<file path="src/rtl/freq_gen.sv">
// freq_gen: programmable 50% duty square-wave source with on-block divider.
// Optional build macro FGEN_ROUND_EN selects round-to-nearest half period.
module freq_gen #(
  parameter int CLK_HZ = 100_000_000,
  parameter int FW     = 20
) (
  input  logic          CLK,
  input  logic          reset,
  input  logic [FW-1:0] freq,
  input  logic          load,
  output logic          busy,
  output logic          active,
  output logic          OUT
);

  localparam int DW = $clog2(CLK_HZ + 2**FW);
  localparam int IW = $clog2(DW + 1);

  typedef enum logic [1:0] {
    IDLE,
    DIV,
    APPLY
  } state_t;

  state_t state;
  state_t state_d;

  logic          accept;
  logic          stop;
  logic          last;

  logic [FW:0]   dvs_q;
  logic [DW-1:0] dvd_q;
  logic [FW:0]   rem_q;
  logic [DW-1:0] quo_q;
  logic [IW-1:0] it_q;

  logic [FW+1:0] rem_sh;
  logic [FW+1:0] dvs_ext;
  logic          ge;
  logic [FW:0]   rem_nx;
  logic [DW-1:0] dividend;
  logic [DW-1:0] res;

  logic [DW-1:0] cnt;
  logic [DW-1:0] half;
  logic [DW-1:0] pend_half;
  logic          pend;
  logic          wrap;

`ifdef FGEN_ROUND_EN
  assign dividend = DW'(CLK_HZ) + DW'(freq);
`else
  assign dividend = DW'(CLK_HZ);
`endif

  // FSM state register
  always_ff @(posedge CLK or posedge reset) begin
    if (reset) begin
      state <= IDLE;
    end else begin
      state <= state_d;
    end
  end

  // FSM next state, load qualification and busy flag
  always_comb begin
    state_d = state;
    accept  = 1'b0;
    stop    = 1'b0;
    busy    = 1'b1;
    unique case (state)
      IDLE: begin
        busy   = 1'b0;
        accept = load && (freq != '0);
        stop   = load && (freq == '0);
        if (accept) begin
          state_d = DIV;
        end
      end
      DIV: begin
        if (last) begin
          state_d = APPLY;
        end
      end
      APPLY: begin
        state_d = IDLE;
      end
      default: begin
        state_d = IDLE;
      end
    endcase
  end

  // One restoring-division step: shift in next dividend bit, try subtract
  always_comb begin
    rem_sh  = {rem_q, dvd_q[DW-1]};
    dvs_ext = {1'b0, dvs_q};
    ge      = (rem_sh >= dvs_ext);
    rem_nx  = ge ? (FW+1)'(rem_sh - dvs_ext)
                 : (FW+1)'(rem_sh);
    last    = (it_q == IW'(DW - 1));
  end

  // Quotient always fits DW bits because the dividend is below 2**DW,
  // so saturation never triggers; only the zero case needs clamping.
  always_comb begin
    res = quo_q;
    if (quo_q == '0) begin
      res = DW'(1);
    end
  end

  // Divider datapath: latch operands on accept, iterate MSB first in DIV
  always_ff @(posedge CLK or posedge reset) begin
    if (reset) begin
      dvs_q <= '0;
      dvd_q <= '0;
      rem_q <= '0;
      quo_q <= '0;
      it_q  <= '0;
    end else if (accept) begin
      dvs_q <= {freq, 1'b0};
      dvd_q <= dividend;
      rem_q <= '0;
      quo_q <= '0;
      it_q  <= '0;
    end else if (state == DIV) begin
      dvd_q <= {dvd_q[DW-2:0], 1'b0};
      rem_q <= rem_nx;
      quo_q <= {quo_q[DW-2:0], ge};
      it_q  <= it_q + IW'(1);
    end
  end

  assign wrap = (cnt == half - DW'(1));

  // Generator: count, toggle, take pending half period on a toggle;
  // stop and apply override the free-running update
  always_ff @(posedge CLK or posedge reset) begin
    if (reset) begin
      active    <= 1'b0;
      OUT       <= 1'b0;
      cnt       <= '0;
      half      <= '0;
      pend      <= 1'b0;
      pend_half <= '0;
    end else begin
      if (active) begin
        if (wrap) begin
          OUT <= ~OUT;
          cnt <= '0;
          if (pend) begin
            half <= pend_half;
            pend <= 1'b0;
          end
        end else begin
          cnt <= cnt + DW'(1);
        end
      end
      if (stop) begin
        active <= 1'b0;
        OUT    <= 1'b0;
        cnt    <= '0;
        pend   <= 1'b0;
      end else if (state == APPLY) begin
        if (!active) begin
          half   <= res;
          cnt    <= '0;
          OUT    <= 1'b0;
          active <= 1'b1;
        end else begin
          pend_half <= res;
          pend      <= 1'b1;
        end
      end
    end
  end

endmodule
</file>
<file path="config.mk">
export PLATFORM = sky130hd
export DESIGN_NAME = freq_gen
export DESIGN_NICKNAME = d
export VERILOG_FILES = /design/src/rtl/freq_gen.sv
export SDC_FILE = /design/constraint.sdc
export NUM_CORES = 1
export LEC_CHECK = 0
export ABC_AREA = 0
export CAP_MARGIN = 5
export CORE_AREA = 8 8 148 150
export CTS_BUF_LIST = sky130_fd_sc_hd__clkbuf_4 sky130_fd_sc_hd__clkbuf_8
export CTS_CLUSTER_DIAMETER = 120
export DETAILED_ROUTE_END_ITERATION = 8
export DIE_AREA = 0 0 156 158
export PLACE_DENSITY = 0.66
export SLEW_MARGIN = 20
export SYNTH_ARGS = -nofsm -noshare
export SYNTH_HDL_FRONTEND = slang
export SYNTH_SLANG_ARGS = --single-unit
</file>
<file path="constraint.sdc">
create_clock -name CLK -period 14.8 [get_ports CLK]
set_clock_uncertainty 0.15 [all_clocks]
set_input_delay 2.22 -clock CLK [delete_from_list [all_inputs] [get_ports CLK]]
set_output_delay 2.22 -clock CLK [all_outputs]
set_load 0.05 [all_outputs]
</file>
## Word-level counts from Yosys, hierarchy flattened

Cells that the tools add are included.

- Flip-flop bits (word level): 186
- Input port bits: 23
- Output and inout port bits: 3
- Logic and storage cells: 74

- $add $sub $neg: 4
- Magnitude comparators: 1
- Equality and inequality tests: 6
- Mux-type cells: 39
- Bitwise operators: 2
- Reductions and logical operators: 10

Operator list:

| operator | count |
|---|---|
| two-way mux 27 bit | 16 |
| two-way mux 21 bit | 3 |
| adder 27 x 1 -> 27 bit (second input constant) | 1 |
| equality test 27 bit | 1 |
| logical NOT 27 bit | 1 |
| subtractor 27 x 1 -> 27 bit (second input constant) | 1 |
| >= comparator 22 x 21 -> 1 bit | 1 |
| subtractor 21 bit | 1 |
| logical NOT 20 bit | 1 |
| nonzero test 20 bit | 1 |
| two-way mux 1 bit | 15 |
| two-way mux 5 bit | 2 |
| adder 5 x 1 -> 5 bit (second input constant) | 1 |
| equality test 5 bit (second input constant) | 1 |
| two-way mux 2 bit | 2 |
| inequality test 2 bit (second input constant) | 2 |
| one-hot mux 2 bit (2 select lines) | 1 |
| nonzero test 2 bit | 2 |
| AND reduction 3 bit | 1 |
| equality test 2 x 1 -> 1 bit (second input constant) | 1 |
| equality test 2 bit (second input constant) | 1 |
| logical AND 1 bit | 2 |
| logical NOT 2 bit | 1 |
| NOT 1 bit | 2 |
| AND reduction 2 bit | 1 |

## Logic depth before layout (Yosys ltp)

- Depth in word-level cells: 7
- Gate-level depth with buffers: 12
- Depth with buffers taken out: 11

## Worst setup path before layout

No wires, ideal clock.

- Kind: input port to flip-flop
- Start: input port freq[11]
- End: register it_q[0]
- Library setup time: 0.083 ns
- Arrival time: 3.756 ns
- Setup slack: 10.812 ns
- Stages: 9
- Buffers on the path: 2
- Path through: nor4_1 nand3_1 nor2_1 nor2_1 clkbuf_1 nor2_1 clkbuf_1 nand2_1 o21ai_0

- Longest elaborated chain between the ends: 4
- Elaborated cells between the ends (all ways): 5

RTL lines:

| element | RTL line | source |
|---|---|---|
| start: declaration | 9 | `input logic [FW-1:0] freq,` |
| nonzero test 20 bit (*) | 75 | `accept = load && (freq != '0);` |
| logical AND 1 bit (*) | 75 |  |
| two-way mux 1 bit (*) | 72 | `unique case (state)` |
| two-way mux 5 bit or nonzero test 2 bit (tied branches) | n/a |  |
| end signal: assignment | 132 | `it_q <= it_q + IW'(1);` |
| end: declaration | 36 | `logic [IW-1:0] it_q;` |

Mark *: on every way between the ends. The rest lies on a longest branch, timed or not.
A chain may end at the register's enable or synchronous reset.

## Worst setup path after layout

- Start: input port freq[11]
- End: register cnt[10]

- Longest elaborated chain between the ends: 4

RTL lines:

| element | RTL line | source |
|---|---|---|
| logical NOT 20 bit | 76 | `stop = load && (freq == '0);` |
| logical AND 1 bit | 76 |  |
| two-way mux 1 bit | 72 |  |
| two-way mux 27 bit | 161 | `if (stop) begin` |
| end signal: assignment | 158 | `cnt <= cnt + DW'(1);` |
| end: declaration | 45 | `logic [DW-1:0] cnt;` |

Every way passes these cells.

==> flow_metrics.py <==
metrics = {
    "timing": {
        "slew_headroom_pct": 40.07,
        "worst_pin_slew_ps": 896.4,
        "timing.hold.ws_ps": 334.4,
        "finalHoldViolCount": 0,
        "finalSetupViolCount": 0,
        "min_period_ps": 4706,
        "rsz0062_at_grt": "false",
        "setup_tns_ps": 0,
        "maxSlewViolCount": 0,
        "period_share_pct": 31.79,
        "fmax_ghz": 0.2125,
    },
    "detailed_routing": {
        "viasPerCell": 5.592,
        "vias": 7437,
        "wire_per_inst_um": 15.84,
        "drt_pass1_iterations": 5,
        "antenna_left": 0,
        "drt_wl_total_um": 21070,
        "drt_iter0_drc": 474,
        "drc": 0,
    },
    "floorplan": {
        "io_pins": 26,
        "die_h_um": 158,
        "design.core.area_sq_um": 19710,
        "die_w_um": 156,
        "num_rows": 52,
        "die_area_sq_um": 24650,
        "start_util_pct": 48.78,
    },
    "hold_path": {
        "holdCritStartpoint": "dvd_q[16]$_DFFE_PP0P_",
        "hold_path.class": "reg2reg",
        "min_path_cells": 2,
        "holdPathEnd": "dvd_q[17]$_DFFE_PP0P_",
    },
    "placed_design": {
        "gp_congestion": 0.8421,
        "place_inst": 1298,
        "port_buffers": 25,
        "hpwl_um": 14050,
        "placed_area_sq_um": 10070,
    },
    "status": {
        "status": "complete, no violations",
    },
    "yosys": {
        "synth-edff-count": 0,
        "synth_cell_types": 66,
        "synth_seq_area_share_pct": 46.32,
        "yosys.cell_count.top_type": "nand2_1",
        "yosys.area.top_type": "dfrtp_1",
        "ys_top_cells_by_count": "nand2_1 (187), dfrtp_1 (178), nor2_1 (86), o21ai_0 (86), clkbuf_1 (49)",
        "synth.area.top_cells": "dfrtp_1 (46%), nand2_1 (7.3%), o21ai_0 (4.5%), nor2_1 (3.4%), xnor2_1 (3.2%)",
        "yosysWarnings": 0,
        "synth_area_sq_um": 9617,
        "ys_ff_latch": 178,
        "synth_top_area_share_pct": 46.32,
        "syn_nets": 1102,
        "ys.flop_type": "dfrtp_1",
        "syn-instance-count": 1054,
        "syn_area_per_cell_sq_um": 9.124,
        "synth-async-reset-ratio_pct": 100.0,
    },
    "clocking": {
        "clk_path_buf_depth": 2,
        "cts.repair.resized": 0,
        "postCtsSetupBuffers": 0,
        "clk_latency_ps": 480,
        "clock-sinks": 178,
        "htreeDepth": 4,
        "cts-root-buf": "clkbuf_8",
        "clk_pin_slew_ps": 100,
        "holdBufCountCts": 0,
        "cts_tree": "built",
        "numCtsBuffers": 17,
    },
    "final_layout": {
        "fin_area_sq_um": 10460,
        "nets": 1095,
        "n_antenna_cell": 0,
        "fin_cells": 1330,
        "syn_to_final_growth_pct": 8.808,
        "drive_gt1_share_pct": 7.925,
        "nFillCells": 1842,
    },
    "setup_path": {
        "crit_path_start_kind": "primary input",
        "end_kind": "flip-flop",
        "arrival_ps": 4870,
        "crit_top_cell": "nand3_1",
        "rr_startpoint": "half[2]$_DFF_PP0_",
        "cp_slowest_cell": "nor3_1",
        "reg2reg_to": "cnt[10]$_DFF_PP0_",
        "worstSetupPathType": "in2reg",
        "critPathMaxFanout": 24,
        "required_ps": 14970,
        "max_stage_delay_ps": 710,
        "regToRegSetupSlack_ps": 10270,
        "crit_family": "simple AND/OR/NAND/NOR gates",
        "crit_chain": "clkdlybuf4s50_1 > nor4_1 > nand3_1 > nor3_1 > inv_1 > nand3_1 > nor2_1",
        "crit_buf_inv": 2,
        "worstRegToRegCells": 8,
        "cp.depth": 7,
    },
    "pwr": {
        "p_leak_nw": 5.024,
        "peakVddDrop_mv": 0.1548,
        "power_density_nw_per_um2": 175.1,
    },
    "global_routing": {
        "grtUsageTotal_pct": 18.21,
        "grt_pass1_wl_um": 36370,
        "antenna_found_initial": 0,
        "grt_max_degree": 111,
        "grt-ovfl-total": 0,
        "first_global_vias": 7193,
    },
    "run": {
        "max_cap_violations": 0,
    },
}
cell usage in the layout (no fill, tap or decap), drive strengths merged, types with 15 or more instances in the layout:
cell type,synthesis,routed
nor2,86,86
clkdlybuf4s50,0,25
nor4,19,19
inv,35,37
ha,24,24
nand3,43,43
nor3,15,15
xor2,34,34
clkbuf,49,22
o21ai,86,86
mux2,27,27
a211o,28,28
a21oi,17,17
nand2,187,187
dfrtp,178,178
xnor2,35,35
and3,32,32
per-layer routing:
metal	GRT usage (%)	part of all wire, %
met1	24.71	49
met2	28.75	47
met3	3.576	3.2
met4	5.915	1.5
met5	0	0
kinds of logic after synthesis:
logic type	share of synthesized area, %
flops	46.32
simple gates	21.58
compound gates	14.00
fa+ha+maj	3.331
buf+inv	3.968
xor+xnor	6.284
mux	4.515
power breakdown:
group          switching [mW]  total (mW)  internal, mW
sequential              0.102       0.723         0.621
clock                   0.182       0.334         0.152
combinational           0.442       0.776         0.334
total                   0.726        1.83          1.11
worst max-delay path by stage:
| stage | from | end | slack (ps) |
|---|---|---|---|
| floorplan | reset | OUT$_DFF_PP0_ | 7600 |
| global placement | freq[11] | cnt[6]$_DFF_PP0_ | 9710 |
| detailed placement | freq[11] | cnt[10]$_DFF_PP0_ | 9570 |
| CTS | freq[11] | cnt[10]$_DFF_PP0_ | 10110 |
| global route | freq[0] | cnt[10]$_DFF_PP0_ | 9840 |
| finish | freq[11] | cnt[10]$_DFF_PP0_ | 10090 |
worst reg2reg max path: stages, from the launching register on:
cell and delay [ps]:
dfrtp_1 470, nor4_1 710, nand4_1 510, or3_1 490
or4_4 510, a2111oi_4 430, nand4_1 250, nand3_1 700
nor2_1 130
through the flow:
step	setup slack, ps	power, mW	util [%]
2_1_floorplan	7600	1.317	-
3_3_place_gp	9714	1.488	51.08
3_5_place_dp	9570	1.510	51.08
4_1_cts	10110	1.845	53.07
5_1_grt	9841	1.990	53.08
6_report	10090	1.833	53.08
area by class of cell:
class                      count  area [sq um]  area share (%)
timing repair buffer          37         340.3           3.252
clock inverter                10         101.3          0.9685
sequential                   178          4454           42.57
multi-input combinational    778          4801           45.88
tap                          270         337.8           3.229
clock buffer                  22         290.3           2.774
inverter                      35         138.9           1.327
state kept, by name (all words and copies together), names as in the netlist:
register   flops
OUT            1
active         1
cnt           27
dvd_q         19
dvs_q         20
half          27
it_q           5
pend           1
pend_half     27
quo_q         27
rem_q         21
state          2
No activity file was read; power rests on OpenSTA's default activity.
